File: config.mk
export PLATFORM = sky130hd
export DESIGN_NAME = reg_wb_arbiter
export DESIGN_NICKNAME = d
export VERILOG_FILES = /design/src/rtl/reg_wb_arbiter.sv
export SDC_FILE = /design/constraint.sdc
export NUM_CORES = 1
export LEC_CHECK = 0
export ABC_AREA = 1
export CAP_MARGIN = 5
export CORE_AREA = 5 5 148 150
export CTS_BUF_LIST = sky130_fd_sc_hd__clkbuf_4 sky130_fd_sc_hd__clkbuf_8
export DETAILED_ROUTE_END_ITERATION = 7
export DIE_AREA = 0 0 153 155
export PLACE_DENSITY = 0.56
export SLEW_MARGIN = 20
export SYNTH_ARGS = -nofsm -noshare
export SYNTH_HDL_FRONTEND = slang
export SYNTH_SLANG_ARGS = --single-unit
File: constraint.sdc
create_clock -name clk -period 7.7 [get_ports clk]
set_input_delay 1.54 -clock clk [delete_from_list [all_inputs] [get_ports clk]]
set_output_delay 1.54 -clock clk [all_outputs]
set_load 0.05 [all_outputs]
File: src/rtl/reg_wb_arbiter.sv
// Register-file write-port arbiter: fixed-priority pipeline writeback, FIFO-backed
// long-latency source, pending-write scoreboard and starvation stall request.
module reg_wb_arbiter #(
  parameter int unsigned DEPTH      = 2,
  parameter int unsigned STARVE_MAX = 4
) (
  input  logic        clk,
  input  logic        rst,
  input  logic        pri_we,
  input  logic [4:0]  pri_addr,
  input  logic [31:0] pri_data,
  input  logic        sec_valid,
  output logic        sec_ready,
  input  logic [4:0]  sec_addr,
  input  logic [31:0] sec_data,
  input  logic        alloc_en,
  input  logic [4:0]  alloc_addr,
  input  logic [4:0]  q_addr1,
  input  logic [4:0]  q_addr2,
  output logic        q_busy1,
  output logic        q_busy2,
  output logic        stall_req,
  output logic        REG_write_1,
  output logic [4:0]  REG_address_wr,
  output logic [31:0] REG_data_wb_in1
);

  localparam int unsigned AW = $clog2(DEPTH);
  localparam int unsigned CW = $clog2(STARVE_MAX);
  localparam logic [AW:0]   CountFull = (AW+1)'(DEPTH);
  localparam logic [AW:0]   CountOne  = (AW+1)'(1);
  localparam logic [AW-1:0] PtrOne    = AW'(1);
  localparam logic [CW-1:0] CntMax    = CW'(STARVE_MAX - 1);
  localparam logic [CW-1:0] CntOne    = CW'(1);

  logic [4:0]    fifo_addr [DEPTH];
  logic [31:0]   fifo_data [DEPTH];
  logic [AW-1:0] wr_ptr, rd_ptr;
  logic [AW:0]   count;
  logic [31:0]   busy, busy_d;
  logic [CW-1:0] starve_cnt;

  logic empty, full, push, pop, pri_active, grant;
  logic [4:0]  head_addr;
  logic [31:0] head_data;

  assign empty      = (count == '0);
  assign full       = (count == CountFull);
  assign sec_ready  = !full;
  assign push       = sec_valid && !full;
  assign pri_active = pri_we && (pri_addr != 5'd0);
  assign grant      = !empty && !pri_active && !rst;
  assign pop        = grant;
  assign head_addr  = fifo_addr[rd_ptr];
  assign head_data  = fifo_data[rd_ptr];

  always_ff @(posedge clk) begin
    if (push) begin
      fifo_addr[wr_ptr] <= sec_addr;
      fifo_data[wr_ptr] <= sec_data;
    end
  end

  always_ff @(posedge clk) begin
    if (rst) begin
      wr_ptr <= '0;
      rd_ptr <= '0;
      count  <= '0;
    end else begin
      if (push) wr_ptr <= wr_ptr + PtrOne;
      if (pop)  rd_ptr <= rd_ptr + PtrOne;
      case ({push, pop})
        2'b10:   count <= count + CountOne;
        2'b01:   count <= count - CountOne;
        default: count <= count;
      endcase
    end
  end

  // Allocation is applied after the commit clear so a same-cycle re-alloc wins.
  always_comb begin
    busy_d = busy;
    if (grant) busy_d[head_addr] = 1'b0;
    if (alloc_en) busy_d[alloc_addr] = 1'b1;
    busy_d[0] = 1'b0;
  end

  always_ff @(posedge clk) begin
    if (rst) busy <= '0;
    else     busy <= busy_d;
  end

  assign q_busy1 = busy[q_addr1];
  assign q_busy2 = busy[q_addr2];

  always_ff @(posedge clk) begin
    if (rst || empty || grant) begin
      starve_cnt <= '0;
      stall_req  <= 1'b0;
    end else if (starve_cnt == CntMax) begin
      stall_req  <= 1'b1;
    end else begin
      starve_cnt <= starve_cnt + CntOne;
    end
  end

  always_comb begin
    REG_write_1     = 1'b0;
    REG_address_wr  = 5'd0;
    REG_data_wb_in1 = 32'd0;
    if (rst) begin
      REG_write_1 = 1'b0;
    end else if (pri_active) begin
      REG_write_1     = 1'b1;
      REG_address_wr  = pri_addr;
      REG_data_wb_in1 = pri_data;
    end else if (grant && (head_addr != 5'd0)) begin
      REG_write_1     = 1'b1;
      REG_address_wr  = head_addr;
      REG_data_wb_in1 = head_data;
    end
  end

endmodule

==> impl_metrics.toml <==
[final_layout]
fillerInstances = 2105
seqCellArea_um2 = 3000
antenna_cells = 0
multi_input_area_um2 = 2800
area.growth.synth_to_final_pct = 30.9
drive_gt1_share_pct = 13.1
nets = 992
finalInstanceArea_um2 = 8100
final_core_util_pct = 39.4

[hold_path]
hold_path.startpoint = "busy[5]$_SDFF_PP0_"
hold_path_class = "flip-flop to flip-flop"

[synth]
synthSimpleGateAreaFrac_pct = 35.4
synthArstFlopShare_pct = 0
yosysMostFrequentCell = "nand2_1"
synth_common_cells = "335 x nand2_1, 74 x edfxtp_1, 62 x nand3_1, 41 x a21oi_1, 41 x nor2_1"
synth-edff-count = 74
syn_nets = 868
yosys.area.top_type = "edfxtp_1"
synth-seq-cells = 113
netlist_area_um2 = 6180
synth_top_family_by_area = "simple AND/OR/NAND/NOR gates"
synth_flop_cell = "edfxtp_1"
yosys_warnings = 0
synth_compound_area_share_pct = 8.76
yosysUniqueCellTypes = 29
netlist_top_cells_area = "edfxtp_1 36%, nand2_1 20%, dfxtp_1 13%, nand3_1 5.0%, nand3_2 4.9%"
yosysTopAreaCellShare_pct = 35.9
yosys.area_share.xor_xnor_pct = 0.142
netlist_instances = 772
seq_area_frac_synth_pct = 48.6
syn_avg_cell_area_um2 = 8.01
synth_fa_ha_area_share_pct = 0.405
synth_mux_area_share_pct = 0.162

[routing]
ant_nets = 0
post_drt_wl_per_cell_um = 14.4
vias = 5347
wl_um = 17100
viasPerCell = 4.52
drtIter0Drc = 280
post-route-drc-count = 0
dr.pass1.iters = 5

[clock_network]
cts_resized = 0
clock-root-buffer = "clkbuf_8"
htree_levels = 4
ctsHoldBuffers = 0
clk_latency_ns = 0.43
numCtsBuffers = 17
cts_tree = "built"
clock-sinks = 113
post_cts_buffers = 0
clk_pin_slew_ns = 0.06
clock_path_buffers = 2

[sta]
period_minus_slack_ns = 5.90
grt_setup_unrepaired = "no"
finalCritPeriodShare_pct = 76.6
finClkSkew_ns = 0.00591
relSlewSlack_pct = 31.4
timing.hold.ws_ns = 0.464
worst_pin_slew_ns = 1.02
fin_tns_setup_ns = 0
setup-violations-final = 0
max_freq_mhz = 169
hold_viol_final = 0
slew_viol_final = 0

[placed_design]
gp_congestion = 0.841
placed_area_um2 = 7700
portBuffers = 135
hpwl_um = 12300

[worst_setup_path]
setup.worst_path.start = "pri_addr[0]"
crit_fanout = 24
cp-end-kind = "output pin"
r2r_slack_ns = 5.52
worstSetupPathType = "primary input to output pin"
cp-start-kind = "primary input"
crit_required_ns = 6.16
crit_arrival_ns = 4.36

[power_and_ir_drop]
p_switching_uw = 485
pwr-share-comb_pct = 22.2
leakage_uw = 0.00293
vdd_ir_drop_max_mv = 0.0961
seqPwrFrac_pct = 43.5
intPower_uw = 1130
power.density_nw_per_um2 = 199
clockPowerShare_pct = 34.3
swShare_pct = 30.0

[die]
die_w_um = 153
ioPinCount = 136
die_area_um2 = 23700
rows = 53
coreArea_um2 = 20600
start_util_pct = 30.1
dieHeight_um = 155

[global_route]
grt_pass1_wl_um = 27200
grt_overflow = 0
grt_max_degree = 70
grt_pass1_vias = 5086
antenna_found_initial = 2
track_usage_pct = 14.4

[flow_run]
max_cap_viol_count = 0

[outcome]
outcome = "completed"
==> cell type report <==
type	count	share of cell area, %
flip-flops and latches	113	37.1
multi-input cells	580	34.6
repair buffers	142	17.3
well taps	275	4.25
clock buffers	19	3.08
inverters	42	1.98
clock inverters	13	1.78
==> cell usage in the layout (no fill, tap or decap), types with 17 or more instances in the layout <==
| master | netlist | final |
|---|---|---|
| inv_1 | 39 | 39 |
| a21oi_2 | 30 | 30 |
| a21oi_1 | 41 | 41 |
| clkdlybuf4s50_1 | 0 | 134 |
| nand3_1 | 62 | 62 |
| dfxtp_1 | 39 | 39 |
| nand2_1 | 335 | 335 |
| edfxtp_1 | 74 | 74 |
| nand3_2 | 30 | 30 |
| nor2_1 | 41 | 39 |
| clkbuf_8 | 0 | 17 |
==> logic make-up after synthesis <==
| kind of cell | count (synthesis) |
|---|---|
| multiplexers | 1 |
| flip-flops | 113 |
| AND/OR/NAND/NOR | 494 |
| XOR/XNOR | 1 |
| buffers and inverters | 79 |
| AO/OA/AOI/OAI | 82 |
| adder cells (fa/ha/maj) | 2 |
==> stage by stage <==
stage | total power (uW) | worst slack, ns | instances
floorplan | 951 | 3.07 | 772
global placement | 1080 | 1.82 | 1152
finish | 1610 | 1.80 | 1184
detailed placement | 1080 | 1.78 | 1152
CTS | 1640 | 1.77 | 1184
global route | 1700 | 1.56 | 1184
==> power groups by stage <==
stage	Clock (uW)	Combinational, uW	Sequential, uW
after floorplan	0	240	711
after global placement	0	364	714
after detailed placement	0	364	715
after CTS	569	366	702
after global routing	601	397	705
final	554	359	701
==> worst paths after layout <==
path / endpoint / depth (start not counted)
worst min-delay path: busy[5]$_SDFF_PP0_ / 2
worst max register to register: busy[23]$_SDFF_PP0_ / 7
worst min register to register: busy[5]$_SDFF_PP0_ / 2
worst max-delay path: REG_data_wb_in1[5] / 8
==> flip-flops by register name, summed over array words and instances, names as in the netlist, named ones only <==
signal / cells
count: 2
stall_req: 1
fifo_data: 64
wr_ptr: 1
starve_cnt: 2
busy: 31
fifo_addr: 10
rd_ptr: 1
==> per-layer routing <==
| layer | GRT usage, % | routed length, um | vias to the layer above |
|---|---|---|---|
| met5 | 0 | 15 | - |
| met3 | 6.43 | 1600 | 20 |
| met4 | 4.24 | 267 | 4 |
| met1 | 18.2 | 7450 | 2379 |
| li1 | - | - | 2772 |
| met2 | 22.5 | 7770 | 172 |
==> critical path, cell delays in order <==
cell	delay [ns]
clkdlybuf4s50_1	0.42
nor2_1	0.12
nand3_1	0.13
a21oi_4	0.54
buf_4	0.47
nand3_1	0.14
a21oi_1	0.15
clkdlybuf4s50_1	0.83
(Power assumes the default switching activity.)
